--- src/rtl/gmii_tx_framer.sv ---
// GMII transmit framer: wraps a payload byte stream into an Ethernet frame
// (preamble, SFD, payload, zero pad, CRC-32 FCS) and enforces the IFG.
//
// Ports:
//   GMII_TX_CLK_i  125 MHz transmit clock (rising edge)
//   RST_i          asynchronous active-high reset
//   TX_DATA_i      payload byte
//   TX_VALID_i     TX_DATA_i / TX_LAST_i valid
//   TX_LAST_i      final payload byte of the frame
//   TX_READY_o     beat accepted when TX_VALID_i && TX_READY_o
//   GMII_TX_TXD_o  GMII data to the RGMII output stage
//   GMII_TX_EN_o   GMII data valid
//   GMII_TX_ER_o   GMII error, asserted only for an underrun abort
//   TX_BUSY_o      high whenever the framer is not idle
//   FRAME_CNT_o    frames completed with FCS (wrapping)
//   ABORT_CNT_o    frames aborted by underrun (wrapping)
module gmii_tx_framer #(
    parameter int IFG_BYTES       = 12,
    parameter int MIN_FRAME_BYTES = 60
) (
    input  logic        GMII_TX_CLK_i,
    input  logic        RST_i,
    input  logic [7:0]  TX_DATA_i,
    input  logic        TX_VALID_i,
    input  logic        TX_LAST_i,
    output logic        TX_READY_o,
    output logic [7:0]  GMII_TX_TXD_o,
    output logic        GMII_TX_EN_o,
    output logic        GMII_TX_ER_o,
    output logic        TX_BUSY_o,
    output logic [15:0] FRAME_CNT_o,
    output logic [7:0]  ABORT_CNT_o
);

    typedef enum logic [2:0] {
        S_IDLE, S_PRE, S_SFD, S_DATA, S_PAD, S_FCS, S_DROP, S_IFG
    } state_t;

    localparam logic [10:0] MIN_CNT  = 11'(MIN_FRAME_BYTES);
    localparam logic [7:0]  IFG_LAST = 8'(IFG_BYTES);

    function automatic logic [31:0] crc_byte(
        input logic [31:0] c,
        input logic [7:0]  d
    );
        logic [31:0] r;
        r = c ^ {24'd0, d};
        for (int i = 0; i < 8; i++) begin
            r = r[0] ? ((r >> 1) ^ 32'hEDB88320) : (r >> 1);
        end
        return r;
    endfunction

    state_t      r_state;
    logic [2:0]  r_pre;
    logic [1:0]  r_idx;
    logic [7:0]  r_ifg;
    logic [10:0] r_cnt;
    logic [31:0] r_crc;
    logic [7:0]  r_txd;
    logic        r_en;
    logic        r_er;
    logic [15:0] r_frames;
    logic [7:0]  r_aborts;

    state_t      w_state_nxt;
    logic [2:0]  w_pre_nxt;
    logic [1:0]  w_idx_nxt;
    logic [7:0]  w_ifg_nxt;
    logic [10:0] w_cnt_nxt;
    logic [31:0] w_crc_nxt;
    logic [7:0]  w_txd_nxt;
    logic        w_en_nxt;
    logic        w_er_nxt;
    logic [15:0] w_frames_nxt;
    logic [7:0]  w_aborts_nxt;

    logic [10:0] w_cnt_inc;
    logic [11:0] w_diff;
    logic        w_need_pad;
    logic [31:0] w_fcs_sh;

    // Byte count after the byte being emitted this cycle; saturates.
    assign w_cnt_inc  = (r_cnt == 11'h7FF) ? r_cnt : r_cnt + 11'd1;
    // Sign of (count - minimum) avoids a constant compare when minimum is 0.
    assign w_diff     = {1'b0, w_cnt_inc} - {1'b0, MIN_CNT};
    assign w_need_pad = w_diff[11];
    assign w_fcs_sh   = (~r_crc) >> {r_idx, 3'b000};

    // Output registers are loaded with the byte for the coming cycle, so an
    // accepted beat is on the wire right after the edge that accepts it.
    always_comb begin
        w_state_nxt  = r_state;
        w_pre_nxt    = r_pre;
        w_idx_nxt    = r_idx;
        w_ifg_nxt    = r_ifg;
        w_cnt_nxt    = r_cnt;
        w_crc_nxt    = r_crc;
        w_txd_nxt    = 8'h00;
        w_en_nxt     = 1'b0;
        w_er_nxt     = 1'b0;
        w_frames_nxt = r_frames;
        w_aborts_nxt = r_aborts;
        unique case (r_state)
            S_IDLE: begin
                if (TX_VALID_i) begin
                    w_state_nxt = S_PRE;
                    w_pre_nxt   = 3'd0;
                    w_txd_nxt   = 8'h55;
                    w_en_nxt    = 1'b1;
                end
            end
            S_PRE: begin
                w_en_nxt  = 1'b1;
                w_cnt_nxt = 11'd0;
                w_crc_nxt = 32'hFFFFFFFF;
                if (r_pre == 3'd6) begin
                    w_state_nxt = S_SFD;
                    w_txd_nxt   = 8'hD5;
                end else begin
                    w_pre_nxt = r_pre + 3'd1;
                    w_txd_nxt = 8'h55;
                end
            end
            S_SFD, S_DATA: begin
                w_en_nxt = 1'b1;
                if (TX_VALID_i) begin
                    w_txd_nxt   = TX_DATA_i;
                    w_crc_nxt   = crc_byte(r_crc, TX_DATA_i);
                    w_cnt_nxt   = w_cnt_inc;
                    w_state_nxt = S_DATA;
                    if (TX_LAST_i) begin
                        w_idx_nxt   = 2'd0;
                        w_state_nxt = w_need_pad ? S_PAD : S_FCS;
                    end
                end else begin
                    w_er_nxt     = 1'b1;
                    w_aborts_nxt = r_aborts + 8'd1;
                    w_state_nxt  = S_DROP;
                end
            end
            S_PAD: begin
                w_en_nxt  = 1'b1;
                w_crc_nxt = crc_byte(r_crc, 8'h00);
                w_cnt_nxt = w_cnt_inc;
                if (!w_need_pad) begin
                    w_state_nxt = S_FCS;
                end
            end
            S_FCS: begin
                w_en_nxt  = 1'b1;
                w_txd_nxt = w_fcs_sh[7:0];
                w_idx_nxt = r_idx + 2'd1;
                if (r_idx == 2'd3) begin
                    w_frames_nxt = r_frames + 16'd1;
                    w_ifg_nxt    = 8'd0;
                    w_state_nxt  = S_IFG;
                end
            end
            S_DROP: begin
                if (TX_VALID_i && TX_LAST_i) begin
                    w_ifg_nxt   = 8'd0;
                    w_state_nxt = S_IFG;
                end
            end
            S_IFG: begin
                // First IFG cycle still carries the last FCS/abort byte.
                if (r_ifg == IFG_LAST) begin
                    w_state_nxt = S_IDLE;
                end else begin
                    w_ifg_nxt = r_ifg + 8'd1;
                end
            end
        endcase
    end

    always_ff @(posedge GMII_TX_CLK_i or posedge RST_i) begin
        if (RST_i) begin
            r_state  <= S_IDLE;
            r_pre    <= 3'd0;
            r_idx    <= 2'd0;
            r_ifg    <= 8'd0;
            r_cnt    <= 11'd0;
            r_crc    <= 32'hFFFFFFFF;
            r_txd    <= 8'h00;
            r_en     <= 1'b0;
            r_er     <= 1'b0;
            r_frames <= 16'd0;
            r_aborts <= 8'd0;
        end else begin
            r_state  <= w_state_nxt;
            r_pre    <= w_pre_nxt;
            r_idx    <= w_idx_nxt;
            r_ifg    <= w_ifg_nxt;
            r_cnt    <= w_cnt_nxt;
            r_crc    <= w_crc_nxt;
            r_txd    <= w_txd_nxt;
            r_en     <= w_en_nxt;
            r_er     <= w_er_nxt;
            r_frames <= w_frames_nxt;
            r_aborts <= w_aborts_nxt;
        end
    end

    assign TX_READY_o    = (r_state == S_SFD) || (r_state == S_DATA)
                        || (r_state == S_DROP);
    assign TX_BUSY_o     = (r_state != S_IDLE);
    assign GMII_TX_TXD_o = r_txd;
    assign GMII_TX_EN_o  = r_en;
    assign GMII_TX_ER_o  = r_er;
    assign FRAME_CNT_o   = r_frames;
    assign ABORT_CNT_o   = r_aborts;

endmodule

--- config.mk ---
export PLATFORM = sky130hd
export DESIGN_NAME = gmii_tx_framer
export DESIGN_NICKNAME = d
export VERILOG_FILES = /design/src/rtl/gmii_tx_framer.sv
export SDC_FILE = /design/constraint.sdc
export NUM_CORES = 1
export LEC_CHECK = 0
export ABC_AREA = 1
export BUFFER_PORTS_ARGS = -buffer_cell sky130_fd_sc_hd__buf_2
export CAP_MARGIN = 0
export CELL_PAD_IN_SITES_DETAIL_PLACEMENT = 0
export CELL_PAD_IN_SITES_GLOBAL_PLACEMENT = 1
export CORE_ASPECT_RATIO = 0.7
export CORE_MARGIN = 5
export CORE_UTILIZATION = 40
export CTS_CLUSTER_DIAMETER = 30
export DETAILED_ROUTE_END_ITERATION = 8
export PLACE_DENSITY = 0.75
export REMOVE_ABC_BUFFERS = 1
export SLEW_MARGIN = 20
export SYNTH_ARGS = -nofsm -noshare
export SYNTH_HDL_FRONTEND = slang
export SYNTH_SLANG_ARGS = --single-unit
--- constraint.sdc ---
create_clock -name GMII_TX_CLK_i -period 4 [get_ports GMII_TX_CLK_i]
set_input_delay 1 -clock GMII_TX_CLK_i [delete_from_list [all_inputs] [get_ports GMII_TX_CLK_i]]
set_output_delay 1 -clock GMII_TX_CLK_i [all_outputs]
set_load 0.005 [all_outputs]
# After elaboration in Yosys (flattened, before gate mapping)
# Index checks and enable logic that the tools add are counted.
# totals
reg_bits	93
wordCells	126
# classes
shifts	1
reduce_logical	18
n_eq_ne	21
n_bitwise	19
n_mux	49
n_addsub	7
# ops
op	n
two-way mux 32 bit	17
NOT 13 -> 14 bit	16
case mux 32 bit (3 select lines)	1
two-way mux 8 bit	5
case mux 11 bit (3 select lines)	1
NOT 32 bit	1
case mux 8 bit (4 select lines)	1
right shift 32 x 5 -> 8 bit	1
XOR 32 x 8 -> 32 bit	1
two-way mux 3 bit	10
case mux 8 bit (3 select lines)	1
two-way mux 11 bit	2
case mux 3 bit (7 select lines)	1
!= test 2 bit, second input constant	10
adder 16 x 1 -> 16 bit, second input constant	1
adder 8 x 1 -> 8 bit, second input constant	2
equality test 3 bit, second input constant	5
subtractor 11 x 6 -> 12 bit, second input constant	1
adder 11 x 1 -> 11 bit, second input constant	1
equality test 11 bit, second input constant	1
nonzero test 3 bit	3
equality test 8 x 4 -> 1 bit, second input constant	1
two-way mux 7 bit	1
equality test 3 x 2 -> 1 bit, second input constant	2
20 further kinds	29

# Longest topological paths before layout
# Gate-level depths: netlist of run 1.
# depth
word_depth	19
ltp_mapped	15

# Worst setup path after synthesis of run 1
# Ideal clock, no wire load.
# synth_path
path_type	input -> register
startpoint	in TX_DATA_i[0]
endpoint	reg r_crc[19]
path_buffers	0
path_stages	10
t_arrival_ps	2095
slack_ps	1832
t_required_ps	3927
cell_sequence	inv_1 nand2_1 nand2_2 nand2_1 nand2_2 xor2_1 nand2_1 nand3_1 nand2_1 a21oi_1
# synth_between
elab_chain_len	16
# synth_rtl
item	line	text
start, declared	23	input logic [7:0] TX_DATA_i,
XOR 32 x 8 -> 32 bit *	47	r = c ^ {24'd0, d};
two-way mux 32 bit * (2 in a row)	49	r = r[0] ? ((r >> 1) ^ 32'hEDB88320) : (r >> 1);
NOT 13 -> 14 bit (no line)	--	
two-way mux 32 bit *	49	
NOT 13 -> 14 bit (no line)	--	
two-way mux 32 bit * (2 in a row)	49	
NOT 13 -> 14 bit (no line)	--	
two-way mux 32 bit *	49	
NOT 13 -> 14 bit (no line)	--	
two-way mux 32 bit *	49	
NOT 13 -> 14 bit (no line)	--	
two-way mux 32 bit *	49	
two-way mux 32 bit *	127	if (TX_VALID_i) begin
case mux 32 bit (3 select lines) *	104	unique case (r_state)
end signal, assigned	196	r_crc <= w_crc_nxt;
end, declared	59	logic [31:0] r_crc;
# Every way passes the cells marked *; elsewhere a longest branch is shown, timed or not. The select of a mux whose other input is x is not followed.
# A chain may end at the register's enable or synchronous reset.

# Worst setup path after layout of run 1
# layout_path
startpoint	reg r_state[2]
endpoint	reg r_crc[20]
# layout_between
elab_chain_len	4
# layout_rtl
item	line	text
start, declared	54	state_t r_state;
start signal, assigned	191	r_state <= w_state_nxt;
equality test 3 x 2 -> 1 bit	104	
OR reduction 2 bit	104	
!= test 2 bit (no line) / nonzero test 3 bit (equally long branches)	--	
AND reduction 2 bit (no line)	--	
# Parallel ways exist; a longest one is shown, timed or not.

==> flow_summary.toml, run 1 <==
[hold_path]
hp-class = "flip-flop to flip-flop"

[global_route]
grt-ovfl-total = 0
antenna_found_initial = 0
grt_pass1_wl_um = 31400
grt_max_degree = 81
grt_pass1_vias = 5436
grt_use_total_pct = 20.0

[yosys]
synth_cells = 918
synthesis.area_mm2 = 0.00679
yosys.area_share.adder_pct = 1.47
ys_seq_elements = 93
synth_top_cells_by_area = "dfrtp_1 22%, dfstp_2 12%, nand2_1 12%, xor2_1 8.3%, inv_1 6.4%"
synth_edf_count = 0
yosys_warnings = 0
synth_seq_area_share_pct = 34.9
ys.flop_type = "dfrtp_1"
ys_types = 52
synth_top_area_cell = "dfrtp_1"
synth_top_family_by_area = "simple AND/OR/NAND/NOR gates"
avgSynthCellArea_um2 = 7.40
synth_top_area_share_pct = 22.5
async_flop_share_pct = 100
synth_compound_area_share_pct = 12.4
muxShareOfSynthArea_pct = 0.608
yosys.area_share.simple_pct = 24.9
synth_xor_area_share_pct = 16.1

[setup_path]
worstSetupPathType = "flip-flop to flip-flop"
start_kind = "flip-flop"
endpoint_kind = "flip-flop"
required_ps = 4290
critical_path_arrival_ps = 3070
path_max_fanout = 27

[layout]
nets = 976
nFillCells = 1709
n_antenna_cell = 0
area_growth_pct = 10.2
final_cell_mix = "221 x nand2_1, 114 x inv_1, 79 x nor2_1"
layout_commonest_cell = "nand2_1"
fin_util_pct = 45.4
drive_gt1_share_pct = 14.9

[timing]
min_period_ps = 2770
clock_skew_ps = 12.0
setup_viol = 0
worst_pin_slew_ps = 962
setup_ws_ps = 1230
fin_setup_tns_ps = 0
hold_ws_ps = 470
finalCritPeriodShare_pct = 69.4
slew_headroom_pct = 35.4
slew_violations = 0
rsz0062_at_grt = "no"
hold_viol = 0
fmax_ghz = 0.360

[clock_network]
clk_pin_slew_worst_paths_ps = 70
cts_hold_buf = 0
cts_buffer_depth = 2
h-tree-depth = 3
post_cts_resize_count = 0
clk_latency_ps = 350
cts_tree = "yes"
cts_made_buffers = 9
postCtsSetupRepairBufs = 0
cts.sinks = 93
cts_root_buf = "clkbuf_16"

[routing]
drcViolationCount = 0
drt_iter0_markers = 516
vias = 5922
firstDrtPassIters = 5
final_antenna_net_count = 0
routed_wl_um = 19700
vias_per_cell = 4.99
detail_route.wl_per_cell_um = 16.6

[placement]
port_buffers = 47
post-dp-hpwl_um = 14300
post-place-ws_ps = 914
globalplace.congestion = 0.877

[flow_run]
drv_cap = 0

[power_and_ir_drop]
p_total_w = 0.00753
p_per_area_mw_per_mm2 = 1010
peakVddDrop_mv = 0.320
leakagePower_nw = 3.68

[die]
core-area_mm2 = 0.0165
start_util_pct = 41.2
dieWidth_um = 166
io_pins = 48
dieArea_mm2 = 0.0197
core.rowCount = 39
die_h_um = 119

[run_status]
status = "completed"
final timing paths:
check	slack (ps)	start	depth (start not counted)	to
max reg2reg	1230	r_state[2]	10	r_crc[20]
min	470	ABORT_CNT_o[7]	1	ABORT_CNT_o[7]
max	1230	r_state[2]	10	r_crc[20]
min in group asynchronous	800	RST_i	2	ABORT_CNT_o[7]
min reg2reg	470	ABORT_CNT_o[7]	1	ABORT_CNT_o[7]
max in group asynchronous	2520	RST_i	3	FRAME_CNT_o[14]
metrics by stage:
| step | instances | cell area [µm²] |
|---|---|---|
| after CTS | 1186 | 7480 |
| after global routing | 1186 | 7480 |
| after detailed placement | 1170 | 7180 |
| final | 1186 | 7480 |
| after global placement | 1170 | 7180 |
| after floorplan | 890 | 6600 |
state kept, by name, summed over array words and instances (netlist names):
signal / cells
FRAME_CNT_o: 16
r_pre: 3
GMII_TX_ER_o: 1
GMII_TX_EN_o: 1
r_cnt: 11
ABORT_CNT_o: 8
GMII_TX_TXD_o: 8
r_idx: 2
r_ifg: 8
r_state: 3
r_crc: 32
critical path, stage by stage, from the launching register on:
cell and delay [ps]:
dfrtp_1 440, nor2_1 130, buf_4 300, nand2_2 180
nand2_2 280, inv_2 230, nor2_4 450, inv_4 260
or2_2 340, nand2_1 60, inv_1 30
power by group:
part | switching (W) | internal [W]
clock | 0.000408 | 0.000488
combinational | 0.00299 | 0.00172
sequential | 0.000501 | 0.00143
total | 0.00390 | 0.00363
synthesized netlist by cell type (8+ instances only):
| cell type | n |
|---|---|
| nand2_2 | 10 |
| xnor2_1 | 44 |
| nand2_1 | 221 |
| dfrtp_1 | 61 |
| o22ai_1 | 8 |
| inv_1 | 115 |
| nand3_1 | 61 |
| dfstp_2 | 32 |
| a31oi_1 | 9 |
| o211ai_1 | 11 |
| a21oi_1 | 46 |
| xor2_1 | 64 |
| ha_1 | 8 |
| nor2_1 | 79 |
| o21ai_0 | 50 |
cell families (layout without fill, tap and decap cells):
kind of cell,after synthesis,count (layout)
AND/OR/NAND/NOR,401,401
buffers and inverters,151,194
AO/OA/AOI/OAI,146,146
XOR/XNOR,115,115
flip-flops,93,93
adder cells (fa/ha/maj),8,8
multiplexers,4,4
layout make-up:
class / count / area [µm²] / share of cell area (%)
Tap cell: 225 / 282 / 3.76
Sequential cell: 93 / 2370 / 31.6
Inverter: 123 / 469 / 6.27
Clock inverter: 7 / 72.6 / 0.970
Multi-Input combinational cell: 674 / 3770 / 50.4
Clock buffer: 9 / 225 / 3.01
Timing Repair Buffer: 55 / 295 / 3.95
per-layer routing:
| layer | track usage (%) | part of all wire (%) |
|---|---|---|
| met2 | 26.8 | 38 |
| met1 | 31.7 | 53 |
| met5 | 0 | 0 |
| met3 | 6.06 | 8.2 |
| met4 | 3.14 | 0.66 |
Power figures use the tool's default switching activity.
==> run 2: changes to the inputs <==
- PLACE_DENSITY: 0.75 -> 0.78
- clock period: 4 -> 2.22 ns (I/O delays scaled with it)
==> flow_summary.toml, run 2 (synthesis results as in run 1) <==
[layout]
n_antenna_cell = 0
nets = 1012
finish.instance_area_mm2 = 0.00776
largest_reg_flops = 32
largest_register = "r_crc"
layout_commonest_cell = "nand2_1"
drive_gt1_share_pct = 18.1
area_growth_pct = 14.3
final_cell_mix = "221 x nand2_1, 114 x inv_1, 78 x nor2_1"

[clock_network]
clk_latency_ps = 360
cts_hold_buf = 0
clk_pin_slew_worst_paths_ps = 70
cts_made_buffers = 9
cts_buffer_depth = 2
postCtsSetupRepairBufs = 0
cts.sinks = 93
cts_tree = "yes"
cts_root_buf = "clkbuf_16"
h-tree-depth = 3

[setup_path]
slowest_stage = "dfrtp_1"
worstSetupPathType = "flip-flop to output port"
required_ps = 1660
path_cells = "nor2_1 -> inv_1 -> buf_4 -> nand2_1 -> buf_2"
r2r_end = "r_crc[24]"
path_max_fanout = 14
timing.rr.start = "r_crc[1]"
critical_path_arrival_ps = 1550
r2r_setup_slack_ps = 160
cpPeakStageDelay_ps = 450
reg2regPathDepth = 10
start_kind = "flip-flop"
endpoint_kind = "output port"

[power_and_ir_drop]
intPower_w = 0.00687
p_comb_share_pct = 65.7
leakagePower_nw = 3.85
power_switching_w = 0.00719
swShare_pct = 51.2
p_seq_share_pct = 23.6
peakVddDrop_mv = 0.784
p_per_area_mw_per_mm2 = 1810
clock_power_share_pct = 10.7
p_total_w = 0.0141

[timing]
fin_setup_tns_ps = 0
slew_violations = 0
rsz0062_at_grt = "no"
fmax_ghz = 0.475
min_period_ps = 2100
setup_ws_ps = 116
hold_viol = 0
slew_headroom_pct = 61.7
clock_skew_ps = 8.19
finalCritPeriodShare_pct = 94.8
setup_viol = 0
worst_pin_slew_ps = 572

[placement]
post-dp-hpwl_um = 14900
globalplace.congestion = 0.921
post-place-ws_ps = 154
port_buffers = 47
placed_cell_area_mm2 = 0.00748

[die]
core-area_mm2 = 0.0165
start_util_pct = 41.2
die_h_um = 119
dieArea_mm2 = 0.0197
core.rowCount = 39
dieWidth_um = 166
io_pins = 48

[routing]
drt_iter0_markers = 637
routed_wl_um = 19900
drcViolationCount = 0
vias = 6189
detail_route.wl_per_cell_um = 16.3
vias_per_cell = 5.06
firstDrtPassIters = 7
final_antenna_net_count = 0

[global_route]
grt_pass1_wl_um = 31600
grt_use_total_pct = 20.1
grt-ovfl-total = 0
grt_pass1_vias = 5576
antenna_found_initial = 0
grt_max_degree = 33

[run_status]
status = "completed"

[hold_path]
hp-class = "input pin to asynchronous set/reset pin"

[flow_run]
drv_cap = 0
==> run 2: final cells by class <==
| cell class | count | area [µm²] |
|---|---|---|
| well taps | 225 | 282 |
| flip-flops and latches | 93 | 2370 |
| inverters | 123 | 467 |
| repair buffers | 91 | 591 |
| multi-input cells | 674 | 3780 |
| clock buffers | 10 | 229 |
| clock inverters | 6 | 46.3 |
| fillers | 1714 | 8730 |
==> run 2: critical path, delay by kind of cell, from the launching register on <==
kind,cells,cell delay [ps]
buffers and inverters,3,410
DFF,1,450
and+or+nand+nor,2,320
==> run 2: routing by layer <==
layer	part of all wire, %	track usage, %
met1	53	32.9
met2	38	26.2
met3	7.7	3.91
met4	1.4	5.05
met5	0	0
==> run 2: how the worst max path moves through the flow <==
stage,from,to,slack [ps],cells after the start
final,r_state[2],TX_READY_o,120,5
after global routing,r_state[0],r_crc[15],9,11
after CTS,r_state[2],TX_READY_o,110,5
after detailed placement,TX_DATA_i[4],r_crc[24],150,8
after global placement,r_crc[4],r_crc[23],110,11
after floorplan,RST_i,ABORT_CNT_o[0],-700,1
==> run 2: power groups by stage <==
stage | registers, W | logic (W) | clock network [W]
5_1_grt | 0.00340 | 0.0102 | 0.00161
3_5_place_dp | 0.00331 | 0.00904 | 0
2_1_floorplan | 0.00327 | 0.00621 | 0
3_3_place_gp | 0.00331 | 0.00904 | 0
4_1_cts | 0.00329 | 0.00911 | 0.00155
6_report | 0.00332 | 0.00924 | 0.00151
==> run 2: what timing repair did <==
action,CTS,global route
hold endpoints to repair,0,0
gates resized for setup,0,2
endpoints found under the setup margin,0,2
==> run 2: metrics by stage <==
step / util, % / cells / hold slack [ps]
CTS: 47.0 / 1222 / 185
detailed placement: 45.3 / 1206 / 455
floorplan: - / 890 / 455
global route: 47.1 / 1222 / 197
global placement: 45.3 / 1206 / 452
finish: 47.1 / 1222 / 182
